$ cat config.mk
export PLATFORM = sky130hd
export DESIGN_NAME = cover_toggle_sched_flat
export DESIGN_NICKNAME = d
export VERILOG_FILES = /design/src/rtl/cover_toggle_sched_if.sv /design/src/rtl/cover_toggle_sched.sv /design/src/flat_wrapper.sv
export SDC_FILE = /design/constraint.sdc
export NUM_CORES = 1
export LEC_CHECK = 0
export BUFFER_PORTS_ARGS = -buffer_cell sky130_fd_sc_hd__buf_4
export CORE_UTILIZATION = 45
export DETAILED_ROUTE_END_ITERATION = 6
export HOLD_SLACK_MARGIN = 0.06
export PLACE_DENSITY_LB_ADDON = 0.12
export REMOVE_ABC_BUFFERS = 1
export SLEW_MARGIN = 20
export SYNTH_ARGS = -nofsm -noshare
export SYNTH_HDL_FRONTEND = slang
export SYNTH_SLANG_ARGS = --single-unit
$ cat constraint.sdc
create_clock -name clock -period 5.2 [get_ports clock]
set_input_delay 0.52 -clock clock [delete_from_list [all_inputs] [get_ports clock]]
set_output_delay 0.52 -clock clock [all_outputs]
set_load 0.1 [all_outputs]
$ cat src/rtl/cover_toggle_sched_if.sv
// cover_toggle_sched_if
//   Report-port bundle between the toggle-cover scheduler and the shared
//   cover reporter. One beat moves when out_valid & out_ready are both high.
// Signals
//   out_valid  scheduler -> reporter  beat valid, held until accepted
//   out_ready  reporter  -> scheduler reporter can take the beat this cycle
//   out_index  scheduler -> reporter  64-bit global cover index of the beat
// Modports
//   master : scheduler side (drives out_valid/out_index)
//   slave  : reporter side (drives out_ready)
interface cover_toggle_sched_if;
  logic        out_valid;
  logic        out_ready;
  logic [63:0] out_index;

  modport master (
    output out_valid,
    output out_index,
    input  out_ready
  );

  modport slave (
    input  out_valid,
    input  out_index,
    output out_ready
  );
endinterface

$ cat src/rtl/cover_toggle_sched.sv
// cover_toggle_sched
//   Collects per-bit toggle-cover hits from one coverage group and serialises
//   them onto a single report port, one global cover index per accepted beat.
//   Repeated hits on a bit coalesce while it is pending; with DEDUP=1 a bit is
//   reported at most once until clear.
// Parameters
//   WIDTH       cover points in this group (1..64)
//   COVER_INDEX global index of bit 0
//   COVER_TOTAL total cover points in the design (simulation bounds check)
//   DEDUP       1: report each bit once until clear, 0: report every hit
// Ports
//   clock        in   rising-edge clock
//   reset        in   asynchronous reset, active low
//   enable       in   1 = accept hits; falling edge starts a drain
//   clear        in   pulse: drop pending hits, forget the reported set
//   valid        in   WIDTH per-bit hit strobes
//   rpt          if   report port (master side: out_valid/out_index/out_ready)
//   pending_cnt  out  pending hits plus the beat currently presented
//   all_hit      out  every bit reported since last clear (DEDUP=1 only)
//   drain_done   out  one-cycle pulse when a drain empties out
module cover_toggle_sched #(
  parameter int unsigned     WIDTH       = 36,
  parameter longint unsigned COVER_INDEX = 0,
  parameter longint unsigned COVER_TOTAL = 10906,
  parameter bit              DEDUP       = 1'b1
) (
  input  logic                clock,
  input  logic                reset,
  input  logic                enable,
  input  logic                clear,
  input  logic [WIDTH-1:0]    valid,
  cover_toggle_sched_if.master rpt,
  output logic [6:0]          pending_cnt,
  output logic                all_hit,
  output logic                drain_done
);

  localparam int PTR_W = (WIDTH > 1) ? $clog2(WIDTH) : 1;

  typedef enum logic [1:0] {
    IDLE,
    RUN,
    DRAIN
  } state_t;

  state_t             state_q;
  state_t             state_d;
  logic [WIDTH-1:0]   pending;
  logic [WIDTH-1:0]   pending_d;
  logic [WIDTH-1:0]   reported;
  logic [WIDTH-1:0]   reported_d;
  logic [PTR_W-1:0]   rr_ptr;
  logic [PTR_W-1:0]   rr_ptr_d;

  logic [WIDTH-1:0]   upper_mask;
  logic [WIDTH-1:0]   masked;
  logic               hi_found;
  logic [PTR_W-1:0]   hi_bit;
  logic [PTR_W-1:0]   lo_bit;
  logic [PTR_W-1:0]   sel_bit;
  logic [WIDTH-1:0]   sel_onehot;
  logic               load;
  logic               capture;
  logic [WIDTH-1:0]   suppress;
  logic [6:0]         cnt_acc;

  // Round-robin pick: lowest pending bit at or above rr_ptr, otherwise wrap
  // around to the lowest pending bit overall.
  always_comb begin
    upper_mask = '0;
    hi_found   = 1'b0;
    hi_bit     = '0;
    lo_bit     = '0;
    for (int i = 0; i < WIDTH; i++) begin
      upper_mask[i] = (PTR_W'(i) >= rr_ptr);
    end
    masked = pending & upper_mask;
    for (int i = WIDTH - 1; i >= 0; i--) begin
      if (masked[i]) begin
        hi_found = 1'b1;
        hi_bit   = PTR_W'(i);
      end
      if (pending[i]) begin
        lo_bit = PTR_W'(i);
      end
    end
    sel_bit    = hi_found ? hi_bit : lo_bit;
    sel_onehot = WIDTH'(1) << sel_bit;
  end

  // Next pending/reported/pointer. The reported mask used for suppression
  // already includes the bit being loaded this cycle, so with DEDUP=1 a
  // same-cycle re-hit is dropped while with DEDUP=0 it re-arms the bit.
  // A clear cycle neither captures nor loads; an in-flight beat is untouched.
  always_comb begin
    load       = (|pending) & (~rpt.out_valid | rpt.out_ready) & ~clear;
    capture    = (state_q == RUN) & ~clear;
    reported_d = reported | (load ? sel_onehot : '0);
    suppress   = DEDUP ? reported_d : '0;
    pending_d  = (pending & ~(load ? sel_onehot : '0))
               | (capture ? (valid & ~suppress) : '0);
    rr_ptr_d   = rr_ptr;
    if (load) begin
      rr_ptr_d = (sel_bit == PTR_W'(WIDTH - 1)) ? '0 : sel_bit + PTR_W'(1);
    end
    if (clear) begin
      pending_d  = '0;
      reported_d = '0;
      rr_ptr_d   = '0;
    end
  end

  always_ff @(posedge clock or negedge reset) begin
    if (!reset) begin
      pending  <= '0;
      reported <= '0;
      rr_ptr   <= '0;
    end else begin
      pending  <= pending_d;
      reported <= reported_d;
      rr_ptr   <= rr_ptr_d;
    end
  end

  // Output register: a new beat replaces the current one only once it has
  // been accepted (or none is presented), so a beat is never withdrawn.
  always_ff @(posedge clock or negedge reset) begin
    if (!reset) begin
      rpt.out_valid <= 1'b0;
      rpt.out_index <= '0;
    end else if (load) begin
      rpt.out_valid <= 1'b1;
      rpt.out_index <= COVER_INDEX + 64'(sel_bit);
    end else if (rpt.out_ready) begin
      rpt.out_valid <= 1'b0;
    end
  end

  always_ff @(posedge clock or negedge reset) begin
    if (!reset) begin
      state_q <= IDLE;
    end else begin
      state_q <= state_d;
    end
  end

  // drain_done is raised only in the last DRAIN cycle, when nothing is
  // pending and no beat is presented; re-enabling mid-drain skips it.
  always_comb begin
    state_d    = state_q;
    drain_done = 1'b0;
    case (state_q)
      IDLE: begin
        if (enable) state_d = RUN;
      end
      RUN: begin
        if (!enable) state_d = DRAIN;
      end
      DRAIN: begin
        if (enable) begin
          state_d = RUN;
        end else if ((pending == '0) && !rpt.out_valid) begin
          state_d    = IDLE;
          drain_done = 1'b1;
        end
      end
      default: state_d = IDLE;
    endcase
  end

  always_comb begin
    cnt_acc = {6'd0, rpt.out_valid};
    for (int i = 0; i < WIDTH; i++) begin
      cnt_acc = cnt_acc + {6'd0, pending[i]};
    end
  end

  assign pending_cnt = cnt_acc;
  assign all_hit     = DEDUP & (&reported);

  // Simulation-only range check on every presented index.
  a_index_in_range : assert property (
    @(posedge clock) disable iff (!reset)
    rpt.out_valid |-> (rpt.out_index < COVER_TOTAL)
  );

endmodule
$ cat src/flat_wrapper.sv
// flat-port wrapper written by rule: the top's interface ports become plain ports
module cover_toggle_sched_flat 
#(
  parameter int unsigned     WIDTH       = 36,
  parameter longint unsigned COVER_INDEX = 0,
  parameter longint unsigned COVER_TOTAL = 10906,
  parameter bit              DEDUP       = 1'b1
)
  (clock, reset, enable, clear, valid, pending_cnt, all_hit, drain_done, rpt_out_valid, rpt_out_index, rpt_out_ready);
  cover_toggle_sched_if rpt_i ();
  input  logic clock;
  input  logic reset;
  input  logic enable;
  input  logic clear;
  input  logic [WIDTH-1:0] valid;
  output logic [6:0] pending_cnt;
  output logic all_hit;
  output logic drain_done;
  output wire logic [$bits(rpt_i.out_valid)-1:0] rpt_out_valid;
  output wire logic [$bits(rpt_i.out_index)-1:0] rpt_out_index;
  input wire logic [$bits(rpt_i.out_ready)-1:0] rpt_out_ready;
  assign rpt_out_valid = rpt_i.out_valid;
  assign rpt_out_index = rpt_i.out_index;
  assign rpt_i.out_ready = rpt_out_ready;
  cover_toggle_sched #(.WIDTH(WIDTH), .COVER_INDEX(COVER_INDEX), .COVER_TOTAL(COVER_TOTAL), .DEDUP(DEDUP)) u_core (.clock(clock), .reset(reset), .enable(enable), .clear(clear), .valid(valid), .rpt(rpt_i), .pending_cnt(pending_cnt), .all_hit(all_hit), .drain_done(drain_done));
endmodule
# After elaboration in Yosys (flattened, before gate mapping)
# Index checks and enable logic that the tools add are counted.
# totals
regBits	87
input_bits	41
output_inout_bits	74
# op_classes
addsub	37
magnitude_cmp	36
n_eq_ne	6
n_shift	1
n_mux	126
n_bitwise	13
n_reduce_logical	9
# op_table
op	n
two-way mux 6 bit	76
adder 7 x 1 -> 7 bit	35
two-way mux 36 bit	4
AND 36 bit	3
>= comparator 5 x 6 -> 1 bit (first input constant)	16
inverter 36 bit	2
bitwise OR 36 bit	2
>= comparator 4 x 6 -> 1 bit (first input constant)	8
two-way mux 1 bit	41
logical NOT 36 bit	1
AND reduction 36 bit	1
OR reduction 36 bit	1
<< shifter 1 x 6 -> 36 bit (first input constant)	1
>= comparator 3 x 6 -> 1 bit (first input constant)	4
>= comparator 6 bit (first input constant)	4
>= comparator 1 x 6 -> 1 bit (first input constant)	2
>= comparator 2 x 6 -> 1 bit (first input constant)	2
two-way mux 2 bit	4
adder 6 x 1 -> 6 bit (second input constant)	1
equality test 6 bit (second input constant)	1
case mux 2 bit (3 select lines)	1
inequality test 2 bit (second input constant)	2
nonzero test 2 bit	2
AND 1 bit	3
10 further kinds	11

# Depth between registers and ports, before layout
# logic_depth
ltp_word	47
mapped_depth	17

# Worst setup path after synthesis
# No wires, ideal clock.
# synth_timing
path_kind	register -> output
from	register u_core.rpt.out_valid
to	output port pending_cnt[4]
t_arrival_ns	6.584
required_time_ns	4.680
setup_slack_ns	-1.904
path_stages_with_launch	17
path_cell_list	dfrtp_1 -> ha_1 -> inv_1 -> fa_1 -> fa_1 -> fa_1 -> fa_1 -> fa_1 -> fa_1 -> inv_1 -> ha_1 -> inv_1 -> fa_1 -> inv_1 -> a21o_1 -> a21oi_1 -> xnor2_1
# synth_via
elab_chain_cells	36
# synth_rtl
item	line	text
from (decl)	cover_toggle_sched_if.sv:17	output out_valid,
from (signal assigned)	cover_toggle_sched.sv:129	rpt.out_valid <= 1'b0;
from (signal assigned)	cover_toggle_sched.sv:132	rpt.out_valid <= 1'b1;
from (signal assigned)	cover_toggle_sched.sv:135	rpt.out_valid <= 1'b0;
adder 1 x 1 -> 2 bit	cover_toggle_sched.sv:174	cnt_acc = cnt_acc + {6'd0, pending[i]};
adder 7 x 1 -> 7 bit (35 in series)	cover_toggle_sched.sv:174	
to (decl)	flat_wrapper.sv:16	output logic [6:0] pending_cnt;
# No other way between the ends.

# Worst setup path after layout
# Ends and elaborated chain as after synthesis.

==> results.toml <==
[run_status]
status = "finished with violations"
violations = "negative setup slack"

[clocking]
clk_latency_ns = 0.35
root_buffer = "clkbuf_16"
htree_levels = 3
cts_buffer_depth = 2
cts.sinks = 87
cts_tree = "yes"
clk_transition_reported_paths_ns = 0.06
cts-buffers-inserted = 9
post_cts_buffers = 0

[timing]
drv_slew = 0
fin_skew_ns = 0.0110
rsz0062_at_grt = "true"
slew_headroom = 0.453
tightest_slew_ns = 0.820
min_period_ns = 5.64
fin_ws_ns = -0.444
setup_tns_ns = -1.64
final_hold_viol_count = 0
finalSetupViolations = 5
fmax_mhz = 177
period_share = 1.09

[worst_setup_path]
start_kind = "register"
cp-endpoint = "pending_cnt[4]"
r2r_end = "u_core.rr_ptr[4]"
startpoint = "u_core.rpt.out_valid"
arrival_ns = 5.12
reg2regPathDepth = 11
cp.required_ns = 4.68
cpPeakStageDelay_ns = 0.52
cp_cell_sequence = "ha_1 -> inv_2 -> fa_1 -> fa_1 -> fa_1 -> fa_1 -> fa_1 -> fa_1 -> inv_1 -> ha_2 -> inv_2 -> fa_2 -> inv_1 -> a21o_1 -> a21oi_2 -> xnor2_2 -> buf_6"
reg2reg_slack_ns = 0.86
endpoint_kind = "output port"
cp_slowest_cell = "fa_1"
critPathKind = "register to output port"
crit_top_cell = "fa_1"
critPathMaxFanout = 2
reg2reg_from = "u_core.rr_ptr[1]"

[hold_path]
hp-class = "primary input to register"
min_from = "enable"

[logic_synthesis]
async_flop_share = 1.00
synth-seq-cells = 87
ys.flop_type = "dfrtp_1"
synth_top_area_frac = 0.321
syn_avg_cell_area_sq_um = 8.72
ys_types = 72
postSynthCellCount = 777
yosys-top-cells-area = "dfrtp_1 32%, fa_1 8.6%, buf_4 6.9%"
synth_top_cell_by_area = "dfrtp_1"
ys.warnings.count = 0
syn-cell-area_sq_mm = 0.00677
synth-edff-count = 0
yosysSeqAreaShare = 0.321

[floorplan]
die_y_microns = 125
core_area_sq_mm = 0.0146
initial_core_util = 0.464
io_pins = 115
row_count = 44
die_x_microns = 125
die-area_sq_mm = 0.0155

[final_layout]
final_nets = 933
area_delta_synth_final_pct = 14.4
mostFrequentLayoutCells = "95 x buf_4, 87 x inv_1, 87 x dfrtp_1"
final_common_cell = "buf_4"
layout.cells.non_filler = 1038
fin_util = 0.531
diodes = 0
fillers = 1342
drive_gt1_frac = 0.176

[routing]
via_per_inst = 6.02
vias = 6251
drt-total-wl_mm = 21.5
drt-initial-drc-count = 502
drt_first_pass_iters = 5
antenna_left = 0
drc = 0
avgRoutedWirePerCell_microns = 20.7

[placed_design]
gp_congestion = 0.926
dpl.hpwl_mm = 16.6
port_buffers = 55
place_ws_ns = -0.248
dp_cells = 1021

[power]
ir_drop_uv = 687
power_density_mw_per_mm2 = 599
p_leak_nw = 3.53

[global_routing]
globalRoute.totalOverflow = 0
grt_pass1_vias = 6069
grt_max_degree = 80
grt_pass1_wl_mm = 33.5
antenna_found_initial = 0
track_usage = 0.281

[job]
maxCapViolations = 0
-- kinds of logic (layout without fill, tap and decap cells) --
kind of cell / count (synthesis) / after routing / share of synthesized area
compound gates: 244 / 244 / 0.249
xor+xnor: 4 / 4 / 0.00517
fa+ha+maj: 43 / 43 / 0.112
buf+inv: 192 / 211 / 0.145
flops: 87 / 87 / 0.321
other cells: 1 / 59 / 0.000554
simple gates: 206 / 206 / 0.167
-- cell usage after synthesis (17+ instances only) --
cell type / number
o21ai_0: 31
clkbuf_1: 22
a221oi_1: 20
a211oi_1: 17
a21oi_1: 64
nand3b_1: 20
nand2_1: 29
fa_1: 29
buf_4: 62
inv_1: 91
dfrtp_1: 87
nor2_1: 61
a31oi_1: 27
-- final cells by class --
type                            instances  area (sq um)  share of cell area
Tap cell                              184           230              0.0297
Sequential cell                        87          2180               0.281
Inverter                               92           345              0.0446
Clock buffer                           10           239              0.0309
Clock inverter                          6          66.3             0.00856
Multi-Input combinational cell        556          3870               0.499
Timing Repair Buffer                  103           820               0.106
-- power by group --
part | total (mW) | switching [mW] | internal, mW
logic | 3.08 | 2.18 | 0.904
clock network | 0.668 | 0.280 | 0.389
registers | 0.889 | 0.133 | 0.756
total | 4.64 | 2.59 | 2.05
-- metrics by stage --
step	power, mW	instance area, sq um	hold WS, ns
6_report	4.64	7750	0.342
5_1_grt	4.86	7750	0.345
4_1_cts	4.59	7720	0.325
3_5_place_dp	3.77	7360	0.346
3_3_place_gp	3.76	7360	0.342
2_1_floorplan	2.93	6360	0.224
-- worst min path at each step --
stage | end | slack [ns] | depth (start not counted)
after floorplan | u_core.pending[0] | 0.22 | 0
after global placement | u_core.rpt.out_index[3] | 0.34 | 1
after detailed placement | u_core.rpt.out_index[0] | 0.35 | 1
after CTS | u_core.state_q[1] | 0.32 | 2
after global routing | u_core.state_q[1] | 0.35 | 2
final | u_core.state_q[1] | 0.34 | 2
-- worst max-delay path, delay by kind of cell, from the launching register on --
family / cells / cell delay, ns
compound gates: 2 / 0.34
xor+xnor: 1 / 0.13
fa+ha+maj: 9 / 3.52
buf+inv: 5 / 0.42
flops: 1 / 0.39
-- routing by layer --
| metal | GRT usage | share of wire | vias to the layer above |
|---|---|---|---|
| met5 | 0 | 0 | - |
| met1 | 0.393 | 0.44 | 3061 |
| li1 | - | - | 2817 |
| met3 | 0.0357 | 0.064 | 49 |
| met4 | 0.126 | 0.036 | 0 |
| met2 | 0.434 | 0.46 | 324 |
-- registers in the layout, summed over array words and instances (netlist names) --
register / count
u_core.pending: 36
u_core.reported: 36
u_core.rpt.out_index: 6
u_core.rpt.out_valid: 1
u_core.rr_ptr: 6
u_core.state_q: 2
-- what timing repair did --
item,CTS,global route
endpoints found under the setup margin,5,5
endpoints found under the hold margin,8,0
hold buffers,1,0
resized for setup,14,6
pin swaps,11,10
gates cloned,0,0
Note: power is estimated with default switching activity, not from simulation.
